$ cat config.mk
export PLATFORM = sky130hd
export DESIGN_NAME = reset_sequencer
export DESIGN_NICKNAME = d
export VERILOG_FILES = /design/src/rtl/reset_sequencer.sv
export SDC_FILE = /design/constraint.sdc
export NUM_CORES = 1
export LEC_CHECK = 0
export CAP_MARGIN = 10
export CORE_MARGIN = 1.5
export CORE_UTILIZATION = 52
export CTS_BUF_LIST = sky130_fd_sc_hd__clkbuf_4 sky130_fd_sc_hd__clkbuf_8
export DETAILED_ROUTE_END_ITERATION = 7
export GPL_TIMING_DRIVEN = 1
export PLACE_DENSITY = 0.78
export SLEW_MARGIN = 20
export SYNTH_ARGS = -nofsm -noshare
export SYNTH_HDL_FRONTEND = slang
export SYNTH_SLANG_ARGS = --single-unit
$ cat constraint.sdc
create_clock -name clk -period 2 [get_ports clk]
set_clock_uncertainty 0.15 [all_clocks]
set_input_delay 0.2 -clock clk [delete_from_list [all_inputs] [get_ports clk]]
set_output_delay 0.2 -clock clk [all_outputs]
set_load 0.03 [all_outputs]
$ cat src/rtl/reset_sequencer.sv
// reset_sequencer: asserts all domain resets on power-on or request, holds, then releases them in index order.
// Define RESET_SEQ_REQ_SYNC_EN to pass req_i through a two-flop synchronizer.
module reset_sequencer #(
    parameter int NUM_DOMAINS = 4,
    parameter int NUM_REQ     = 2,
    parameter int HOLD_CYCLES = 16,
    parameter int STAGE_GAP   = 4,
    parameter int CNT_W       = 8
) (
    input  logic                   clk,
    input  logic                   rst_ni,
    input  logic [NUM_REQ-1:0]     req_i,
    output logic [NUM_REQ-1:0]     ack_o,
    output logic [NUM_DOMAINS-1:0] domain_rst_o,
    output logic                   busy_o,
    output logic [NUM_REQ:0]       cause_o
);
    localparam int IDX_W = NUM_DOMAINS > 1 ? $clog2(NUM_DOMAINS) : 1;

    typedef enum logic [1:0] {RUN, ASSERT, RELEASE, DONE} state_t;

    state_t                 state;
    logic [CNT_W-1:0]       cnt;
    logic [IDX_W-1:0]       idx;
    logic [NUM_REQ-1:0]     mask;
    logic [NUM_REQ-1:0]     req;
    logic [NUM_DOMAINS-1:0] held;
    logic                   last;

`ifdef RESET_SEQ_REQ_SYNC_EN
    logic [NUM_REQ-1:0] req_meta;
    always_ff @(posedge clk or negedge rst_ni)
        if (!rst_ni) {req, req_meta} <= '0;
        else         {req, req_meta} <= {req_meta, req_i};
`else
    assign req = req_i;
`endif

    // domains above the current release index are still held in reset
    for (genvar k = 0; k < NUM_DOMAINS; k++) begin : g_held
        assign held[k] = idx < IDX_W'(k);
    end

    assign last = idx == IDX_W'(NUM_DOMAINS - 1);

    always_ff @(posedge clk or negedge rst_ni) begin
        if (!rst_ni) begin
            state        <= ASSERT;
            cnt          <= '0;
            idx          <= '0;
            mask         <= '0;
            domain_rst_o <= '1;
            busy_o       <= 1'b1;
            ack_o        <= '0;
            cause_o      <= (NUM_REQ + 1)'(1);
        end else begin
            ack_o <= '0;
            case (state)
                RUN: begin
                    domain_rst_o <= '0;
                    busy_o       <= 1'b0;
                    if (|req) begin
                        mask    <= req;
                        cause_o <= {req, 1'b0};
                        cnt     <= '0;
                        state   <= ASSERT;
                    end
                end
                ASSERT: begin
                    domain_rst_o <= '1;
                    busy_o       <= 1'b1;
                    mask         <= mask | req;
                    cause_o      <= cause_o | {req, 1'b0};
                    cnt          <= cnt + 1'b1;
                    if (cnt == CNT_W'(HOLD_CYCLES - 1)) begin
                        cnt   <= '0;
                        idx   <= '0;
                        state <= RELEASE;
                    end
                end
                RELEASE: begin
                    domain_rst_o <= held;
                    busy_o       <= 1'b1;
                    cnt          <= cnt + 1'b1;
                    // only requesters not already captured restart, so held levels do not loop forever
                    if (|(req & ~mask)) begin
                        mask    <= mask | req;
                        cause_o <= cause_o | {req, 1'b0};
                        cnt     <= '0;
                        state   <= ASSERT;
                    end else if (last) begin
                        state <= DONE;
                    end else if (cnt == CNT_W'(STAGE_GAP - 1)) begin
                        cnt <= '0;
                        idx <= idx + 1'b1;
                    end
                end
                DONE: begin
                    domain_rst_o <= '0;
                    busy_o       <= 1'b1;
                    ack_o        <= mask;
                    mask         <= '0;
                    state        <= RUN;
                end
            endcase
        end
    end
endmodule

* Yosys cells after proc, flatten, opt, wreduce, memory -nomap -nowiden
Index checks and enable logic that the tools add are counted.
** Operators by class
- Reduce and logical (&&, ||, !) cells :: 12
- Eq/ne operators :: 13
- Multiplexer cells :: 25
- Bitwise gates (word level) :: 4
- $add $sub $neg :: 2
- Magnitude comparators :: 4
** Operators with widths (count)
- 2-to-1 mux 8 bit :: 5
- one-hot mux 8 bit (3 select lines) :: 1
- 2-to-1 mux 2 bit :: 11
- one-hot mux 2 bit (4 select lines) :: 2
- != test 2 bit, second input constant :: 6
- one-hot mux 4 bit (3 select lines) :: 1
- one-hot mux 3 bit (3 select lines) :: 1
- adder 8 x 1 -> 8 bit, second input constant :: 1
- == test 8 x 2 -> 1 bit, second input constant :: 1
- == test 8 x 4 -> 1 bit, second input constant :: 1
- == test 2 bit, second input constant :: 3
- 2-to-1 mux 3 bit :: 2
- AND reduction 3 bit :: 2
- OR reduction 2 bit :: 3
- AND reduction 5 bit :: 1
- < comparator 2 x 1 -> 1 bit, second input constant :: 2
- < comparator 2 bit, second input constant :: 2
- one-hot mux 2 bit (2 select lines) :: 1
- AND reduction 2 bit :: 2
- != test 3 bit, second input constant :: 1
- bitwise OR 3 bit :: 1
- nonzero test 3 bit :: 1
- OR reduction 3 bit :: 1
- adder 2 x 1 -> 2 bit, second input constant :: 1
- 7 further kinds :: 7
** Word-level totals
- Word-level logic and storage cells :: 68
- Register bits after elaboration :: 24

* Longest topological paths before layout
Gate-level depths: netlist (run 1).
- Depth after elaboration :: 5
- Mapped depth :: 8
- Gate-level depth less buffers :: 7

* Worst setup path before layout (run 1)
No wires, ideal clock.
- Kind :: flip-flop to flip-flop
- Start point :: register state[0]
- End point :: register idx[0]
- Period minus slack after synthesis :: 1991 ps
- Library setup time :: 79 ps
- Stages on the path, launching flop included :: 7
- Data arrival time :: 1762 ps
- Path slack :: 9 ps
- Cells stage by stage :: dfstp_2 inv_1 ha_1 nand3_1 or4_1 a221oi_2 mux2i_1
** On the way
- Longest elaborated chain between the ends :: 3
- Elaborated cells on any way between the ends :: 9
- Classes of those cells :: eq/ne (6); mux (1); reduce/logical (2)
** Ends and longest elaborated chain
- start, declared :: line 22 : state_t state;
- start signal, assigned :: line 48 : state <= ASSERT;
- start signal, assigned :: line 66 : state <= ASSERT;
- start signal, assigned :: line 78 : state <= RELEASE;
- == test 2 bit or == test 2 x 1 -> 1 bit (tied branches) :: line 58 : case (state)
- != test 2 bit (no source line) or nonzero test 2 bit (tied branches)
- AND reduction 5 bit (no source line)
- end signal, assigned :: line 95 : idx <= idx + 1'b1;
- end, declared :: line 24 : logic [IDX_W-1:0] idx;
Several ways; a longest one is shown, not always the timed one.
A chain may end at the register's enable or synchronous reset.

* Worst setup path after layout (run 1)
- Start point :: register cnt[7]
- End point :: register cnt[3]
** On the way
- Longest elaborated chain between the ends :: 5
- Elaborated cells on any way between the ends :: 7
- Classes of those cells :: eq/ne (2); mux (5)
** Ends and longest elaborated chain
- start, declared :: line 23 : logic [CNT_W-1:0] cnt;
- start signal, assigned :: line 74 : cnt <= cnt + 1'b1;
- start signal, assigned :: line 84 : cnt <= cnt + 1'b1;
- == test 8 x 2 -> 1 bit :: line 93 : end else if (cnt == CNT_W'(STAGE_GAP - 1)) begin
- 2-to-1 mux 8 bit :: line 93
- 2-to-1 mux 8 bit :: line 91 : end else if (last) begin
- 2-to-1 mux 8 bit :: line 86 : if (|(req & ~mask)) begin
- one-hot mux 8 bit (3 select lines) (*) :: line 58
Mark *: on every way between the ends. The rest lies on a longest branch, timed or not.

==> flow_metrics.env, run 1 <==
export IMPL_outcome="finished clean"
export IMPL_ir_worst_vdd_v=0.00109
export IMPL_setup_tns_ps=0
export IMPL_min_period_ps=1990
export IMPL_path_max_fanout=4
export IMPL_grt_pass1_wl_um=4500
export IMPL_drc=0
export IMPL_ios=14
export IMPL_synth_common_cells="17 x dfrtp_1, 14 x nand2_1, 9 x inv_1, 8 x ha_1"
export IMPL_die_area_um2=2700
export IMPL_synthToLayoutAreaGrowth_pct=34.1
export IMPL_crit_type="reg2reg"
export IMPL_r2r_slack_ps=9
export IMPL_synthTopCellsByArea="dfrtp_1 34%, dfstp_2 15%, ha_1 8.0%, nand2_1 4.2%, nand3_1 2.8%"
export IMPL_numPlacedInstances=177
export IMPL_overflow=0
export IMPL_crit_start="cnt[7]$_DFFE_PN0P_"
export IMPL_slowest_stage="or4_4"
export IMPL_worst_r2r_endpoint="cnt[3]$_DFFE_PN0P_"
export IMPL_synthCells=121
export IMPL_drive_above_1_share_pct=30.3
export IMPL_max_stage_delay_ps=570
export IMPL_power_share_sequential_pct=31.1
export IMPL_grt_start_max_net_pins=25
export IMPL_viasPerCell=5.59
export IMPL_finalSetupViolations=0
export IMPL_start_util_pct=55.8
export IMPL_synth_edff_count=0
export IMPL_multiInputGateArea_um2=682
export IMPL_portBuffers=13
export IMPL_core_area_um2=2230
export IMPL_die_w_um=52.0
export IMPL_clk_latency_ps=320
export IMPL_cts_tree="yes"
export IMPL_grt_usage_pct=22.7
export IMPL_drv_cap=0
export IMPL_yosys_warnings=0
export IMPL_routed_wl_um=2720
export IMPL_p_sw_mw=1.01
export IMPL_yosysSeqAreaShare_pct=48.9
export IMPL_htree_num_levels=1
export IMPL_synth_distinct_cells=38
export IMPL_worstHoldPathType="in2async"
export IMPL_dr_pass1_iters=4
export IMPL_r2r_cells=6
export IMPL_power_density_nw_per_um2=1480
export IMPL_fmax_mhz=502
export IMPL_synth_nets=133
export IMPL_stdcell_count=183
export IMPL_async_reset_ff_share_pct=100
export IMPL_drtIter0Drc=6
export IMPL_ff_latch_area_um2=609
export IMPL_clock_path_buffers=2
export IMPL_n_antenna_cell=0
export IMPL_cp_end_kind="flop"
export IMPL_ctsHoldBuffers=0
export IMPL_synth_most_common_cell="dfrtp_1"
export IMPL_fillerInstances=157
export IMPL_netlist_area_leader_share_pct=34.1
export IMPL_crit_chain="or4_4 > o211ai_1 > buf_4 > o21a_2 > o21a_1 > o22ai_1"
export IMPL_reg2reg_from="cnt[7]$_DFFE_PN0P_"
export IMPL_clk_pin_slew_worst_paths_ps=130
export IMPL_slew_violations=0
export IMPL_hpwl_um=1960
export IMPL_vias=1023
export IMPL_avgSynthCellArea_um2=10.3
export IMPL_die_y_um=52.0
export IMPL_hold_ws_ps=65.8
export IMPL_cts_root_buf="clkbuf_4"
export IMPL_cts_sinks=24
export IMPL_slew_headroom_pct=77.2
export IMPL_period_share_pct=99.6
export IMPL_required_ps=2070
export IMPL_pwr_share_comb_pct=58.5
export IMPL_utilization_pct=74.8
export IMPL_swShare_pct=40.7
export IMPL_clockPowerShare_pct=10.3
export IMPL_synth_largest_area_cell="dfrtp_1"
export IMPL_antenna_found_initial=0
export IMPL_syn_area_um2=1250
export IMPL_synth_flop_cell="dfrtp_1"
export IMPL_pre_cts_ws_ps=-181
export IMPL_grt_setup_unrepaired="true"
export IMPL_intPower_mw=1.47
export IMPL_final_hold_viol_count=0
export IMPL_start_kind="flop"
export IMPL_worst_slack_ps=8.64
export IMPL_ant_nets=0
export IMPL_worst_pin_slew_ps=342
export IMPL_wire_per_inst_um=14.9
export IMPL_cts_made_buffers=3
export IMPL_rows=17
export IMPL_nets=168
export IMPL_p_leak_nw=0.715
export IMPL_routabilityCongestion=0.787
export IMPL_synth_seq_cells=24
export IMPL_grt_pass1_vias=1022
export IMPL_cp_data_arrival_time_ps=2060
-- registers in the layout (all words and copies together), names as in the netlist --
register      cells
ack_o             2
domain_rst_o      4
state             2
idx               2
mask              2
cause_o           3
cnt               8
busy_o            1
-- per-stage QoR --
stage	instance area (µm²)	total power, mW
after floorplan	1250	1.59
after global placement	1530	2.01
after detailed placement	1530	2.05
after CTS	1590	2.35
after global routing	1670	2.65
final	1670	2.47
-- cells in the final DEF (no fill, tap or decap), drive strengths merged --
master and instances:
nor2b 1, dfstp 7, ha 8, dfrtp 17, o22ai 3, a21oi 7
and2 2, and3 2, or2 1, a32o 2, o311ai 1, nor2 5
clkbuf 4, a221oi 1, a31o 1, o21bai 1, mux2i 3, o21ai 6
o211ai 2, inv 9, nand2b 4, nor4 1, buf 19, nand4 2
nor3 1, o21a 5, nand3b 1, nand2 15, or4 2, clkdlybuf4s50 13
nand3 7, nor3b 1, o32a 1
-- power by group through the flow --
stage | Clock, mW | Sequential (mW) | Combinational (mW)
global placement | 0 | 0.763 | 1.24
floorplan | 0 | 0.941 | 0.647
CTS | 0.261 | 0.765 | 1.32
finish | 0.255 | 0.770 | 1.45
global route | 0.276 | 0.788 | 1.59
detailed placement | 0 | 0.773 | 1.28
-- layout make-up --
class                   instances  share of cell area, %
flip-flops and latches         24                   36.5
inverters                       9                   2.17
well taps                      28                   2.10
clock buffers                   4                   2.17
multi-input cells              86                   40.8
repair buffers                 32                   16.3
-- what timing repair did --
item / in CTS / in global routing
buffers inserted: 0 / 2
endpoints found under the hold margin: 0 / 0
pin swaps: 2 / 6
setup endpoints to repair: 7 / 10
resized for setup: 7 / 9
-- worst max path at each step --
stage                          to  slack, ps  depth (start not counted)
2_1_floorplan  idx[0]$_DFFE_PN0P_          9                          6
3_3_place_gp   idx[1]$_DFFE_PN0P_        -80                          6
3_5_place_dp   idx[0]$_DFFE_PN0P_       -180                          6
4_1_cts        idx[0]$_DFFE_PN0P_          3                          5
5_1_grt        cnt[3]$_DFFE_PN0P_        -80                          6
6_report       cnt[3]$_DFFE_PN0P_          9                          6
-- layer usage --
| metal | vias to the layer above | global-route usage [%] | wire (µm) |
|---|---|---|---|
| met1 | 510 | 27.8 | 1240 |
| li1 | 501 | - | - |
| met3 | 4 | 3.74 | 54 |
| met4 | 0 | 10.5 | 45 |
| met5 | - | 0 | 0 |
| met2 | 8 | 38.6 | 1380 |
-- worst max-delay path: cells and delay by family, from the launching register on --
kind | cells | cell delay [ps]
flops | 1 | 460
compound gates | 4 | 560
simple gates | 1 | 570
buf+inv | 1 | 150
-- cell families after synthesis --
kind of cell    share of synthesized area (%)
fa+ha+maj                                8.03
simple gates                             20.0
flops                                    48.9
mux                                      2.41
buf+inv                                  3.41
compound gates                           17.3
(Power assumes the default switching activity.)
==> run 2: changes to the inputs <==
--- a/config.mk
+++ b/config.mk
@@ -9,6 +9,7 @@
 export CORE_MARGIN = 1.5
 export CORE_UTILIZATION = 52
 export CTS_BUF_LIST = sky130_fd_sc_hd__clkbuf_4 sky130_fd_sc_hd__clkbuf_8
+export CTS_CLUSTER_DIAMETER = 80
 export DETAILED_ROUTE_END_ITERATION = 7
 export GPL_TIMING_DRIVEN = 1
 export PLACE_DENSITY = 0.78
==> results of run 2 <==
No change in the layout: final DEF, timing and power equal those of run 1.
